--- src/rtl/uart_pkg.sv ---
// Shared definitions for the serial link: frame state encoding and default
// frame geometry, reused by the transmitter and the future receiver.
package uart_pkg;

   typedef logic [1:0] state_t;

   localparam state_t IDLE  = 2'd0;
   localparam state_t START = 2'd1;
   localparam state_t DATA  = 2'd2;
   localparam state_t STOP  = 2'd3;

   localparam int DBIT_DEFAULT    = 8;
   localparam int CLK_DIV_DEFAULT = 16;

endpackage

--- src/rtl/uart_baud_cnt.sv ---
// Clearable baud divider: bit_end pulses on the last cycle of every CLK_DIV-cycle
// serial bit period, counting from the cycle after clr is released.
module uart_baud_cnt
   import uart_pkg::*;
#(
   parameter int CLK_DIV = CLK_DIV_DEFAULT
) (
   input  logic clk,
   input  logic rst,
   input  logic clr,
   output logic bit_end
);

   localparam int CW = (CLK_DIV > 1) ? $clog2(CLK_DIV) : 1;
   localparam logic [CW-1:0] LAST = CW'(CLK_DIV - 1);

   logic [CW-1:0] cnt_reg;

   // The counter only ever returns to zero through clr or the end-of-bit
   // clear, so it never relies on natural overflow.
   always_ff @(posedge clk or negedge rst) begin
      if (!rst) begin
         cnt_reg <= '0;
      end else if (clr || bit_end) begin
         cnt_reg <= '0;
      end else begin
         cnt_reg <= cnt_reg + CW'(1);
      end
   end

   assign bit_end = !clr && (cnt_reg == LAST);

endmodule

--- src/rtl/uart_tx.sv ---
// UART 8N1-style transmitter: accepts one word over valid/ready and shifts it
// out LSB first with a start bit and STOP_BITS stop bits on an idle-high line.
module uart_tx
   import uart_pkg::*;
#(
   parameter int DBIT      = DBIT_DEFAULT,
   parameter int CLK_DIV   = CLK_DIV_DEFAULT,
   parameter int STOP_BITS = 1
) (
   input  logic            clk,
   input  logic            rst,
   input  logic            in_valid,
   input  logic [DBIT-1:0] in_data,
   output logic            in_ready,
   output logic            tx,
   output logic            busy,
   output logic            tx_done
);

   localparam int BW = $clog2(DBIT + 1);
   localparam logic [BW-1:0] LAST_DATA = BW'(DBIT - 1);
   localparam logic [BW-1:0] LAST_STOP = BW'(STOP_BITS - 1);

   state_t          state_reg;
   logic [DBIT-1:0] shift_reg;
   logic [DBIT-1:0] shift_next;
   logic [BW-1:0]   bit_cnt_reg;
   logic            tx_reg;
   logic            tx_done_reg;
   logic            bit_end;

   // Holding the divider in clear while idle restarts the bit period exactly
   // on the accepting edge.
   uart_baud_cnt #(
      .CLK_DIV (CLK_DIV)
   ) u_baud (
      .clk     (clk),
      .rst     (rst),
      .clr     (state_reg == IDLE),
      .bit_end (bit_end)
   );

   assign shift_next = shift_reg >> 1;

   // tx is registered and loaded with the level of the state being entered,
   // so the line changes in the first cycle of each new bit.
   always_ff @(posedge clk or negedge rst) begin
      if (!rst) begin
         state_reg   <= IDLE;
         shift_reg   <= '0;
         bit_cnt_reg <= '0;
         tx_reg      <= 1'b1;
         tx_done_reg <= 1'b0;
      end else begin
         tx_done_reg <= 1'b0;
         case (state_reg)
            IDLE: begin
               tx_reg <= 1'b1;
               if (in_valid) begin
                  shift_reg   <= in_data;
                  bit_cnt_reg <= '0;
                  state_reg   <= START;
                  tx_reg      <= 1'b0;
               end
            end
            START: begin
               if (bit_end) begin
                  state_reg <= DATA;
                  tx_reg    <= shift_reg[0];
               end
            end
            DATA: begin
               if (bit_end) begin
                  if (bit_cnt_reg == LAST_DATA) begin
                     state_reg   <= STOP;
                     bit_cnt_reg <= '0;
                     tx_reg      <= 1'b1;
                  end else begin
                     shift_reg   <= shift_next;
                     bit_cnt_reg <= bit_cnt_reg + BW'(1);
                     tx_reg      <= shift_next[0];
                  end
               end
            end
            default: begin
               tx_reg <= 1'b1;
               if (bit_end) begin
                  if (bit_cnt_reg == LAST_STOP) begin
                     state_reg   <= IDLE;
                     bit_cnt_reg <= '0;
                     tx_done_reg <= 1'b1;
                  end else begin
                     bit_cnt_reg <= bit_cnt_reg + BW'(1);
                  end
               end
            end
         endcase
      end
   end

   assign in_ready = (state_reg == IDLE);
   assign busy     = !in_ready;
   assign tx       = tx_reg;
   assign tx_done  = tx_done_reg;

endmodule
--- config.mk ---
export PLATFORM = sky130hd
export DESIGN_NAME = uart_tx
export DESIGN_NICKNAME = d
export VERILOG_FILES = /design/src/rtl/uart_pkg.sv /design/src/rtl/uart_baud_cnt.sv /design/src/rtl/uart_tx.sv
export SDC_FILE = /design/constraint.sdc
export NUM_CORES = 1
export LEC_CHECK = 0
export ABC_CLOCK_PERIOD_IN_PS = 2300
export CELL_PAD_IN_SITES_DETAIL_PLACEMENT = 0
export CELL_PAD_IN_SITES_GLOBAL_PLACEMENT = 2
export CORE_ASPECT_RATIO = 1.1
export CORE_MARGIN = 1
export CORE_UTILIZATION = 35
export DETAILED_ROUTE_END_ITERATION = 10
export PLACE_DENSITY_LB_ADDON = 0.1
export SLEW_MARGIN = 20
export SYNTH_ARGS = -nofsm -noshare
export SYNTH_HDL_FRONTEND = slang
export SYNTH_SLANG_ARGS = --single-unit
--- constraint.sdc ---
create_clock -name clk -period 2.3 [get_ports clk]
set_input_delay 0.46 -clock clk [delete_from_list [all_inputs] [get_ports clk]]
set_output_delay 0.46 -clock clk [all_outputs]
set_load 0.005 [all_outputs]
==> Word level (Yosys, flattened, before mapping) <==
Index checks and enable logic that the tools add are counted.
{ "word_totals": {"register_bits": 20, "in_bits": 11, "output_inout_bits": 4, "elab_cells": 57} }
{ "classes": {"n_addsub": 2, "eq_ne": 9, "muxes": 26, "n_bitwise": 1, "reduce_logical": 13} }
{ "ops": {"columns": ["operator", "n"], "rows": [
  ["two-way mux 4 bit", 6],
  ["two-way mux 8 bit", 3],
  ["one-hot mux 8 bit (2 select lines)", 1],
  ["two-way mux 2 bit", 6],
  ["one-hot mux 4 bit (3 select lines)", 1],
  ["adder 4 x 1 -> 4 bit (second input constant)", 2],
  ["AND reduction 4 bit", 2],
  ["two-way mux 1 bit", 7],
  ["inequality test 2 bit (second input constant)", 3],
  ["one-hot mux 2 bit (3 select lines)", 1],
  ["AND reduction 6 bit", 1],
  ["equality test 4 x 3 -> 1 bit (second input constant)", 1],
  ["equality test 4 bit (second input constant)", 1],
  ["zero test 4 bit", 1],
  ["inequality test 2 x 1 -> 1 bit (second input constant)", 2],
  ["nonzero test 2 bit", 2],
  ["nonzero test 4 bit", 1],
  ["one-hot mux 1 bit (3 select lines)", 1],
  ["OR reduction 3 bit", 1],
  ["equality test 2 x 1 -> 1 bit (second input constant)", 1],
  ["equality test 2 bit (second input constant)", 1],
  ["zero test 2 bit", 1],
  ["AND reduction 2 bit", 1],
  ["logical AND 1 bit", 1],
  ["other kinds (3)", 3]
]} }

==> Depth between registers and ports, before layout <==
Gate-level depths: netlist (run 1).
{ "logic_depth": {"depth_word": 5, "mapped_depth": 7, "mapped_depth_nobuf": 6} }

==> By module <==
Synthesis (run 1) repeated with hierarchy kept, for this count alone.
{ "hier_totals": {"cells_unflattened": 112, "hier_area_um2": 1129.8} }
{ "modules_own_cells": {"columns": ["mod", "instances", "cells_each", "area_per_inst_um2", "seq_area_each_um2"], "rows": [
  ["uart_tx", 1, 97, 954.7, 401.6],
  ["uart_baud_cnt", 1, 15, 175.2, 100.1]
]} }

==> Worst setup path after synthesis (run 1) <==
OpenSTA, ideal clock, no wires.
{ "synth_path": {"path_kind": "reg2reg", "start": "reg state_reg[0]", "end": "reg state_reg[1]", "setup_time_ns": 0.125, "arrival_time_ns": 1.819, "required_ns": 2.175, "slack_ns": 0.356, "stages_incl_launch_ff": 7, "path_buffers": 1, "period_less_slack_ns": 1.944, "path_cell_list": "dfrtp_1 inv_1 ha_1 buf_2 a221o_1 or3_4 mux2_4"} }
{ "synth_via": {"elab_chain_len": 5, "word_cells_on_any_way": 13, "classes_between": "6 x eq/ne; 1 x mux; 6 x reduce/logical"} }
{ "synth_rtl": {"columns": ["item", "line", "text"], "rows": [
  ["start: declaration", "uart_tx.sv:24", "state_t state_reg;"],
  ["start signal: assignment", "uart_tx.sv:49", "state_reg <= IDLE;"],
  ["start signal: assignment", "uart_tx.sv:62", "state_reg <= START;"],
  ["start signal: assignment", "uart_tx.sv:68", "state_reg <= DATA;"],
  ["zero test 2 bit (*)", null, null],
  ["via in_ready", "uart_tx.sv:14", "output logic in_ready,"],
  ["zero test 1 bit", "uart_baud_cnt.sv:31", "assign bit_end = !clr && (cnt_reg == LAST);"],
  ["logical AND 1 bit", "uart_baud_cnt.sv:31", null],
  ["inequality test 2 x 1 -> 1 bit (no line) / nonzero test 2 bit (equally long branches)", null, null],
  ["AND reduction 6 bit (no line)", null, null]
]} }
Mark *: on every way through the listed nets, which the timed path passes. The rest lies on a longest branch.
A chain may end at the register's enable or synchronous reset.

==> Worst setup path in the final report (run 1) <==
{ "layout_path": {"start": "reg state_reg[0]", "end": "out busy"} }
{ "layout_via": {"elab_chain_len": 2} }
{ "layout_rtl": {"columns": ["item", "line", "text"], "rows": [
  ["zero test 2 bit", "uart_tx.sv:101", "assign in_ready = (state_reg == IDLE);"],
  ["zero test 1 bit", "uart_tx.sv:102", "assign busy = !in_ready;"],
  ["end: declaration", "uart_tx.sv:16", "output logic busy,"]
]} }
Every way passes these cells.

==> results of run 1 <==
-- final timing paths --
| kind | cells past startpoint | to | from |
|---|---|---|---|
| setup / recovery | 4 | busy | state_reg[0]$_DFFE_PN0P_ |
| setup reg to reg | 6 | shift_reg[4]$_DFFE_PN0P_ | state_reg[0]$_DFFE_PN0P_ |
| hold reg to reg | 1 | u_baud.cnt_reg[0]$_DFF_PN0_ | u_baud.cnt_reg[0]$_DFF_PN0_ |
| hold / removal | 1 | u_baud.cnt_reg[0]$_DFF_PN0_ | u_baud.cnt_reg[0]$_DFF_PN0_ |
| min in group asynchronous | 1 | bit_cnt_reg[0]$_DFFE_PN0P_ | rst |
| max in group asynchronous | 2 | shift_reg[1]$_DFFE_PN0P_ | rst |
-- worst max-delay path, cell delays in order, from the launching register on --
cell and delay (ns):
dfrtp_1 0.43, inv_1 0.12, ha_2 0.31, inv_1 0.11, clkdlybuf4s50_1 0.45
-- power by group through the flow --
| stage | clock [W] | sequential (W) | combinational [W] |
|---|---|---|---|
| 2_1_floorplan | 0 | 0.000360 | 0.00000261 |
| 3_3_place_gp | 0 | 0.000360 | 0.0000289 |
| 3_5_place_dp | 0 | 0.000360 | 0.0000294 |
| 4_1_cts | 0.000218 | 0.000353 | 0.0000293 |
| 5_1_grt | 0.000232 | 0.000353 | 0.0000316 |
| 6_report | 0.000210 | 0.000353 | 0.0000284 |
-- logic make-up (layout without fill, tap and decap cells) --
group / after synthesis / after routing / synth area share, %
XOR/XNOR: 2 / 2 / 1.50
adder cells (fa/ha/maj): 7 / 7 / 7.50
multiplexers: 16 / 16 / 15.6
flip-flops: 20 / 20 / 43.0
AND/OR/NAND/NOR: 33 / 33 / 17.3
AO/OA/AOI/OAI: 18 / 18 / 11.0
buffers and inverters: 11 / 30 / 4.07
-- metrics by stage --
step	instance area (sq um)	util (%)	std cells	setup WS, ns	total power, W
CTS	1410	45.3	160	0.0937	0.000600
detailed placement	1370	44.1	156	0.141	0.000389
finish	1410	45.3	160	0.112	0.000591
global route	1410	45.3	160	0.0290	0.000617
global placement	1370	44.1	156	0.171	0.000388
floorplan	1170	-	107	0.356	0.000362
-- cells in the mapped netlist, types with 2 or more instances --
cell type	number
and3_1	2
nor2_1	4
inv_1	7
and2_1	2
nand3_1	3
a31oi_1	2
o21ai_0	4
mux2_2	14
nand3b_1	2
a21oi_1	2
nor3b_1	3
ha_1	7
dfrtp_1	19
nand2_1	5
nand2b_1	2
-- routing by layer --
layer | wire length [microns] | share of wire (%) | global-route usage, %
met4 | 34 | 1.5 | 4.57
met2 | 1020 | 44 | 22.2
met3 | 65 | 2.8 | 2.07
met5 | 0 | 0 | 0
met1 | 1190 | 52 | 20.5
-- layout make-up --
cell class                 instances  area, sq um
clock buffer                       4         36.3
fill                             308         1700
inverter                           7         26.3
multi-input combinational         76          621
sequential                        20          502
tap                               34         42.5
timing repair buffer              19          178
==> qor.yml, run 1 <==
status: "finished with violations"
violations: "DRC"
clk_latency_ns: 0.30
drive_gt1_share_pct: 24.6
relSlewSlack_pct: 62.2
swShare_pct: 21.1
finalWirelength_mm: 2.31
largest_register_ffs: 8
power_density_nw_per_um2: 421
hold_buffers: 0
path_clk_slew_ns: 0.12
min_path_type: "flop to flop"
final-setup-viol-count: 0
clockBufferDepth: 2
synth_area_leaders: "dfrtp_1 (41%), mux2_2 (14%), ha_1 (7.5%)"
drtIter0Drc: 25
drc: 2
cts_resized: 1
hold_violations: 0
die_w_microns: 57.1
portBuffers: 14
ys_warn_count: 0
drt_first_pass_iters: 7
cp.required_ns: 1.84
fin_hold_ws_ns: 0.473
worstSetupPathType: "flop to output port"
drtAntennaViolNets: 0
ios: 15
p_int_w: 0.000467
rsz0062_at_grt: "no"
yosysUniqueCellTypes: 44
vias: 840
crit_path_start_kind: "flop"
cts_tree: "built"
antenna_cells: 0
area_growth_pct: 20.4
overflow: 0
power_leakage_nw: 0.668
worstPathArrival_ns: 1.73
synth_edf_count: 0
r2r_slack_ns: 0.24
layout_common_cells: "dfrtp_1 (19), mux2_2 (14), clkdlybuf4s50_1 (14)"
async_flop_share_pct: 100
hpwl_mm: 1.77
period_share_pct: 95.1
post-cts-setup-buffers: 0
grt_max_degree: 12
synth_nets: 125
first_global_vias: 860
pwr-share-seq_pct: 59.7
layout_commonest_cell: "dfrtp_1"
synthCells: 107
tightest_slew_ns: 0.565
clock.fmax_mhz: 457
dieArea_sq_um: 3570
switchingPower_w: 0.000125
cts_buffers: 3
slew_violations: 0
synth_area_sq_um: 1170
ys_ff_latch: 20
grt_pass1_wl_mm: 4.01
rows: 21
synth_ff_type: "dfrtp_1"
power.share.clock_pct: 35.5
cts_max_level: 1
synth_area_per_cell_sq_um: 10.9
routed_via_density: 5.25
initial_core_util_pct: 37.7
min_period_ns: 2.19
synth_top_area_share_pct: 40.7
root_buffer: "clkbuf_4"
synth.largest_area_cell: "dfrtp_1"
grt_usage_pct: 14.3
endpoint_kind: "output port"
fp.dieH_microns: 62.6
avgRoutedWirePerCell_microns: 14.5
p_comb_share_pct: 4.8
final_net_count: 145
worst-path-max-fanout: 10
vdd_drop_max_mv: 0.259
coreArea_sq_um: 3100
cts.sinks: 20
routabilityCongestion: 0.757
finClkSkew_ns: 0.00298
ys_seq_area_share_pct: 43.0
cap_violations: 0
antenna_found_initial: 0
setup_tns_ns: 0
Note: power is estimated with default switching activity, not from simulation.
==> run 2: changes to the inputs <==
- ABC_CLOCK_PERIOD_IN_PS: 2300 -> default
- CORE_UTILIZATION: 35 -> 32
- SLEW_MARGIN: 20 -> default
- clock period: 2.3 -> 2 ns (I/O delays scaled with it)
==> qor.yml, run 2 (synthesis results as in run 1) <==
first_global_vias: 875
min_period_ns: 1.90
drtAntennaViolNets: 0
fillerInstances: 357
worst-path-max-fanout: 8
area_growth_pct: 30.4
clk_latency_ns: 0.30
hold_violations: 0
dieArea_sq_um: 3890
endpoint_kind: "flop"
fin_hold_ws_ns: 0.424
finalPower_w: 0.000677
drc: 0
hold_buffers: 0
fin_util_pct: 44.6
path_clk_slew_ns: 0.12
overflow: 0
worstSetupPathType: "flop to flop"
routed_via_density: 4.71
rsz0062_at_grt: "no"
final_cell_area_sq_um: 1520
grt_max_degree: 21
layout_commonest_cell: "dfrtp_1"
antenna_cells: 0
fp.dieH_microns: 65.3
initial_core_util_pct: 34.2
worstPathArrival_ns: 2.10
coreArea_sq_um: 3410
cts_buffers: 3
avgRoutedWirePerCell_microns: 12.6
cp.required_ns: 2.20
setup_tns_ns: 0
min_path_type: "primary input to async pin"
rows: 22
clockBufferDepth: 2
crit_path_start_kind: "flop"
portBuffers: 14
drtIter0Drc: 25
final-setup-viol-count: 0
finalWirelength_mm: 2.35
ios: 15
multi_input_area_sq_um: 633
dpl-instance-area_sq_um: 1470
grt_usage_pct: 13.9
drt_first_pass_iters: 4
drive_gt1_share_pct: 33.3
period_share_pct: 95.2
cap_violations: 0
slew_violations: 0
power_density_nw_per_um2: 444
seq_area_sq_um: 502
cts_tree: "built"
relSlewSlack_pct: 77.2
power_leakage_nw: 0.729
cts_max_level: 1
final_net_count: 157
grt_pass1_wl_mm: 4.04
hpwl_mm: 1.84
tightest_slew_ns: 0.342
antenna_found_initial: 0
vias: 876
status: "finished, final reports clean"
finClkSkew_ns: 0.00172
vdd_drop_max_mv: 0.245
root_buffer: "clkbuf_4"
layout_common_cells: "dfrtp_1 (19), buf_4 (17), mux2_2 (14)"
cts.sinks: 20
routabilityCongestion: 0.763
largest_register_ffs: 8
die_w_microns: 59.6
clock.fmax_mhz: 525
==> run 2: cell types whose count changed in the layout (fill, tap and decap cells not counted), moves of 2 or more <==
cell and change:
buf_4 +12, clkdlybuf4s50_1 -2, dlygate4sd2_1 +2, inv_1 -2, inv_2 +2
==> run 2: critical path, cell delays in order (launching register included) <==
cell,delay [ns]
dfrtp_1,0.42
buf_4,0.15
ha_2,0.23
a221o_1,0.34
or3_4,0.38
mux2_4,0.30
==> run 2: path summary, 6_finish.rpt <==
| path | start | slack, ns | cells after the start | to |
|---|---|---|---|---|
| setup / recovery | state_reg[1]$_DFFE_PN0P_ | 0.1 | 5 | state_reg[1]$_DFFE_PN0P_ |
| hold / removal | rst | 0.42 | 2 | bit_cnt_reg[1]$_DFFE_PN0P_ |
| setup reg to reg | state_reg[1]$_DFFE_PN0P_ | 0.1 | 5 | state_reg[1]$_DFFE_PN0P_ |
| hold reg to reg | u_baud.cnt_reg[0]$_DFF_PN0_ | 0.47 | 1 | u_baud.cnt_reg[0]$_DFF_PN0_ |
| max in group asynchronous | rst | 1.31 | 2 | tx$_DFFE_PN1P_ |
| min in group clk | u_baud.cnt_reg[0]$_DFF_PN0_ | 0.47 | 1 | u_baud.cnt_reg[0]$_DFF_PN0_ |
==> run 2: power breakdown <==
group	switching [W]	leakage, nW	internal [W]
combinational	0.0000119	0.448	0.0000216
clock	0.000127	0.0210	0.000111
sequential	0.000000427	0.260	0.000405
total	0.000139	0.729	0.000538
==> run 2: area by class of cell <==
class | count | area share (%)
clock buffers | 4 | 2.38
inverters | 7 | 1.73
multi-input cells | 76 | 41.6
flip-flops and latches | 20 | 32.9
well taps | 48 | 3.94
repair buffers | 31 | 17.4
==> run 2: timing repair <==
action	4_1_cts	5_1_grt
buffers inserted	1	0
gates resized for setup	6	2
pin swaps	1	0
endpoints found under the setup margin	2	11
==> run 2: per-stage QoR <==
stage                     setup WS [ns]  std cells
after floorplan                  0.0562        107
after global placement           0.0316        181
after detailed placement         0.0203        181
after CTS                       0.00393        186
after global routing             0.0536        186
final                            0.0962        186
==> run 2: per-layer routing <==
| metal | share of wire [%] | GRT usage [%] |
|---|---|---|
| met1 | 49 | 19.1 |
| met2 | 48 | 21.5 |
| met3 | 2.8 | 1.97 |
| met4 | 0.98 | 6.10 |
| met5 | 0 | 0 |
==> RTL edit 1, RTL diff (config.mk and constraints of run 1) <==
Register the output `tx` once more, with the module's reset; this adds one clock of latency there. The other outputs are not delayed to match. Comments in the files are not updated.
--- a/src/rtl/uart_tx.sv
+++ b/src/rtl/uart_tx.sv
@@ -101,5 +101,11 @@
    assign in_ready = (state_reg == IDLE);
    assign busy     = !in_ready;
-   assign tx       = tx_reg;
+   always_ff @(posedge clk or negedge rst) begin
+      if (!rst) begin
+         tx <= '0;
+      end else begin
+         tx <= tx_reg;
+      end
+   end
    assign tx_done  = tx_done_reg;
 
Formal check against the unedited RTL: not equivalent (a bounded check fails within 4 cycles, from zero or initial values and one cycle with rst low).
==> RTL edit 1 against run 1 <==
- combinational power down 6%
- clock skew barely moved
- worst setup slack improved by 0.047 ns
- worst hold slack got worse by 0.050 ns
- non-clock buffer count is 2 lower
- cell area is 1.2% higher
- global-route usage grew 0.83 points
- total power is 3.0% lower
- largest cell class unchanged
- critical path type unchanged
- cell count is 0.63% lower
- routed wire length grew 0.78%
- synthesized area up 2.0%
- sequential cell count is 1 higher
==> RTL edit 1: results (changes against run 1) <==
Global routing
  • Maximum number of pins on one net before global-route repair: 12 (unchanged)
  • Number of global-route vias before repair: 865 (was 860)
  • First-pass GRT wire length: 4.16 mm (was 4.01 mm)
  • Total global routing track utilization: 15.2% (was 14.3%)

Hold path
  • Number of cells traversed by the worst hold path: 0 (was 1)
  • Start point of the worst min-delay path: tx_reg (was u_baud.cnt_reg[0])
  • Hold Path End: tx (was u_baud.cnt_reg[0])

Setup path
  • Max FO, Critical Path: 11 (was 10)
  • WP data arrival: 1.68 ns (was 1.73 ns)
  • Startpoint of the most critical setup path: state_reg[1] (was state_reg[0])
  • Register-to-register setup slack: 0.19 ns (was 0.24 ns)
  • Logic depth of the worst register-to-register path: 5 (was 6)

Power
  • Leakage power summed over all cells: 0.681 nW (was 0.668 nW)
  • Maximum resistive drop on vdd: 0.000342 V (was 0.000259 V)

Placement
  • Dpl cell area: 1380 um2 (was 1370 um2)
  • Final Wtd Congestion: 0.774 (was 0.757)
  • Detailed placer's ending HPWL: 1.76 mm (was 1.77 mm)

Drt
  • Total length of routed wires: 2.33 mm (was 2.31 mm)
  • Routed via count: 860 (was 840)

STA
  • Fin Hold WS: 0.423 ns (was 0.473 ns)
  • Slew of the pin with the lowest slew margin: 0.523 ns (was 0.565 ns)
  • Clock tree skew after final layout: 0.00304 ns (was 0.00298 ns)

CTS
  • CTS resizes: 1 (unchanged)
  • Post-CTS clock slew at the launch and capture registers of the worst setup and hold paths: 0.11 ns

Synth
  • Top cells by instance count after synthesis: dfrtp_1 (20), mux2_2 (14), ha_1 (7) (was dfrtp_1 (19), mux2_2 (14), ha_1 (7), inv_1 (7), nand2_1 (5))
  • Seq/Total Area, Yosys: 44.2% (was 43.0%)
  • Post-synth net total: 125 (unchanged)
  • Number of distinct library cell variants in the gate-level netlist after synthesis: 39 (was 44)
  • Synth area leaders: dfrtp_1 (42%), mux2_2 (13%), ha_1 (7.4%), nor2b_1 (3.2%), o21ai_0 (2.5%) (was dfrtp_1 (41%), mux2_2 (14%), ha_1 (7.5%), dfstp_2 (2.3%), inv_1 (2.3%))

Run status
  • Run status: completed (was finished with violations)

Final layout
  • Share of final-layout standard cells stronger than drive strength 1: 22.4% (was 24.6%)
  • Number of non-filler instances in the completed layout: 159 (was 160)
-- RTL edit 1: area by class of cell --
type                            count  area (um2)
Sequential cell                    21         527
Multi-Input combinational cell     77         642
Timing Repair Buffer               17         163
Inverter                            6        22.5
Fill cell                         313        1730
Clock buffer                        4        26.3
Tap cell                           34        42.5
-- RTL edit 1: kinds of logic (layout without fill, tap and decap cells) --
logic type / Yosys count / in the layout / share of synthesized area [%]
AOI/OAI and AO/OA: 21 / 21 / 12.2
xor gates and xnor gates: 1 / 1 / 0.735
adders and majority gates: 7 / 7 / 7.35
buffers and inverters: 9 / 27 / 2.94
DFF: 21 / 21 / 44.2
muxes: 16 / 16 / 15.3
and+or+nand+nor: 32 / 32 / 17.2
-- RTL edit 1: critical path, cell delays in order, from the launching register on --
cell             delay, ns
dfrtp_1               0.44
inv_1                 0.12
ha_4                  0.21
inv_1                 0.10
clkdlybuf4s50_1       0.50
-- RTL edit 1: metrics by stage --
stage | power (mW) | setup WS, ns
final | 0.574 | 0.159
after global routing | 0.605 | 0.0552
after CTS | 0.583 | 0.100
after detailed placement | 0.404 | 0.194
after global placement | 0.404 | 0.269
after floorplan | 0.377 | 0.354
-- RTL edit 1: report_power, final --
| group | leakage (nW) | internal, mW | switching, mW |
|---|---|---|---|
| combinational | 0.385 | 0.0160 | 0.0108 |
| clock | 0.0150 | 0.0677 | 0.110 |
| sequential | 0.281 | 0.369 | 0 |
-- RTL edit 1: per-layer routing --
metal | wire length [um] | up-vias | part of all wire (%) | track usage, %
met3 | 85 | 5 | 3.6 | 4.72
met2 | 1160 | 20 | 50 | 23.8
met5 | 0 | - | 0 | 0
met4 | 34 | 0 | 1.5 | 4.57
li1 | - | 422 | - | -
met1 | 1050 | 413 | 45 | 19.7
==> RTL edit 2, RTL diff (config.mk and constraints of run 1) <==
Made on the original files. The package constant `CLK_DIV_DEFAULT` goes from 16 to 32.
--- a/src/rtl/uart_pkg.sv
+++ b/src/rtl/uart_pkg.sv
@@ -11,5 +11,5 @@
 
    localparam int DBIT_DEFAULT    = 8;
-   localparam int CLK_DIV_DEFAULT = 16;
+   localparam int CLK_DIV_DEFAULT = 32;
 
 endpackage
Function: no difference found for any inputs over 10 cycles, from zero or initial values and one cycle with rst low; that may be too few to reach the edited logic, so the function may still have changed.
==> RTL edit 2 against run 1 <==
- count of clock-buffer cells in the layout shrank 1
- cell area grew 3.2%
- sequential cell count grew 1
- synthesized cell count shrank 1.9%
- fmax shrank 0.70%
- synthesized area grew 4.3%
- non-clock buffer count shrank 1
- total power grew 2.3%
- routed wire length shrank 2.1%
- worst setup slack lost 0.015 ns
- sequential share of layout area grew 0.62 points
- highest routed layer unchanged
- first-iteration DRC count shrank 72%
==> RTL edit 2: results (changes against run 1) <==
Run status
  • Run status: completed (was finished with violations)

Global routing
  • First-pass GRT wire length: 3.93 mm (was 4.01 mm)
  • Maximum number of pins on one net before global-route repair: 13 (was 12)
  • Total global routing track utilization: 14.1% (was 14.3%)
  • Number of global-route vias before repair: 834 (was 860)

Drt
  • Routed met3 length: 58 um (was 65 um)
  • Routed via count: 815 (was 840)
  • Met2 WL: 1.16 mm (was 1.02 mm)
  • Total length of routed wires: 2.26 mm (was 2.31 mm)
  • Detailed-router iteration count before antenna repair: 4 (was 7)
  • DR iter-0 viols: 7 (was 25)
  • M1 WL: 1.02 mm (was 1.19 mm)

Setup path
  • Endpoint of the worst register-to-register path: shift_reg[7] (was shift_reg[4])
  • Critical path class: register to output port (unchanged)
  • Max FO, Critical Path: 6 (was 10)
  • Logic depth of the worst register-to-register path: 5 (was 6)
  • Register-to-register setup slack: 0.14 ns (was 0.24 ns)

Placement
  • Detailed placer's ending HPWL: 1.70 mm (was 1.77 mm)
  • Final Wtd Congestion: 0.722 (was 0.757)

STA
  • Clock tree skew after final layout: 0.00837 ns (was 0.00298 ns)
  • Slew of the pin with the lowest slew margin: 0.526 ns (was 0.565 ns)

Hold path
  • Hold Crit Class: input pin to asynchronous set/reset pin (was register to register)

Power
  • Leakage power summed over all cells: 0.604 nW (was 0.668 nW)
  • Internal power consumption: 465 uW (was 467 uW)

Synth
  • Top cells by instance count after synthesis: dfrtp_1 (20), mux2_2 (10), ha_1 (8) (was dfrtp_1 (19), mux2_2 (14), ha_1 (7), inv_1 (7), nand2_1 (5))
  • Seq/Total Area, Yosys: 43.3% (was 43.0%)
  • Synth area leaders: dfrtp_1 (41%), mux2_2 (9.2%), ha_1 (8.2%), mux2_1 (4.6%), nand2b_1 (3.1%) (was dfrtp_1 (41%), mux2_2 (14%), ha_1 (7.5%), dfstp_2 (2.3%), inv_1 (2.3%))

Final layout
  • Share of final-layout standard cells stronger than drive strength 1: 20.5% (was 24.6%)
RTL edit 2: metal layers:
layer / global-route usage (%) / vias up
met5: 0 / -
met2: 24.0 / 11
met4: 6.25 / 0
li1: - / 409
met1: 17.7 / 393
met3: 1.82 / 2
RTL edit 2: area by class of cell:
| class | count | area, um2 |
|---|---|---|
| Fill cell | 357 | 1880 |
| Multi-Input combinational cell | 72 | 639 |
| Sequential cell | 21 | 527 |
| Timing Repair Buffer | 18 | 170 |
| Tap cell | 48 | 60.1 |
| Inverter | 7 | 26.3 |
| Clock buffer | 3 | 22.5 |
| Clock inverter | 1 | 5.00 |
RTL edit 2: worst max-delay path: cells and delay by family, from the launching register on:
family | cells | cell delay [ns]
buf+inv | 3 | 0.77
flops | 1 | 0.46
fa+ha+maj | 1 | 0.19
RTL edit 2: metrics by stage:
step	cell area [um2]	std cells	worst slack, ns	util, %
floorplan	1220	105	0.312	-
global placement	1410	166	0.267	42.3
detailed placement	1410	166	0.231	42.3
CTS	1450	170	0.0369	43.5
global route	1450	170	0.000512	43.5
finish	1450	170	0.0969	43.5
RTL edit 2: cell families (layout without fill, tap and decap cells):
kind of cell	after synthesis	after routing	share of synthesized area, %
buffers and inverters	12	29	5.24
and+or+nand+nor	26	26	13.0
AOI/OAI and AO/OA	18	18	12.1
DFF	21	21	43.3
adders and majority gates	8	8	8.22
muxes	18	18	16.8
xor gates and xnor gates	2	2	1.44
RTL edit 2: power groups by stage:
stage	Combinational (mW)	Sequential, mW	Clock, mW
6_report	0.0373	0.378	0.189
5_1_grt	0.0424	0.379	0.207
4_1_cts	0.0389	0.379	0.201
3_5_place_dp	0.0389	0.385	0
3_3_place_gp	0.0380	0.385	0
2_1_floorplan	0.0113	0.384	0
RTL edit 2: how the worst min path moves through the flow:
stage	endpoint	slack, ns
2_1_floorplan	bit_cnt_reg[0]	0.16
3_3_place_gp	u_baud.cnt_reg[0]	0.45
3_5_place_dp	u_baud.cnt_reg[0]	0.46
4_1_cts	u_baud.cnt_reg[0]	0.48
5_1_grt	u_baud.cnt_reg[0]	0.52
6_report	bit_cnt_reg[0]	0.47
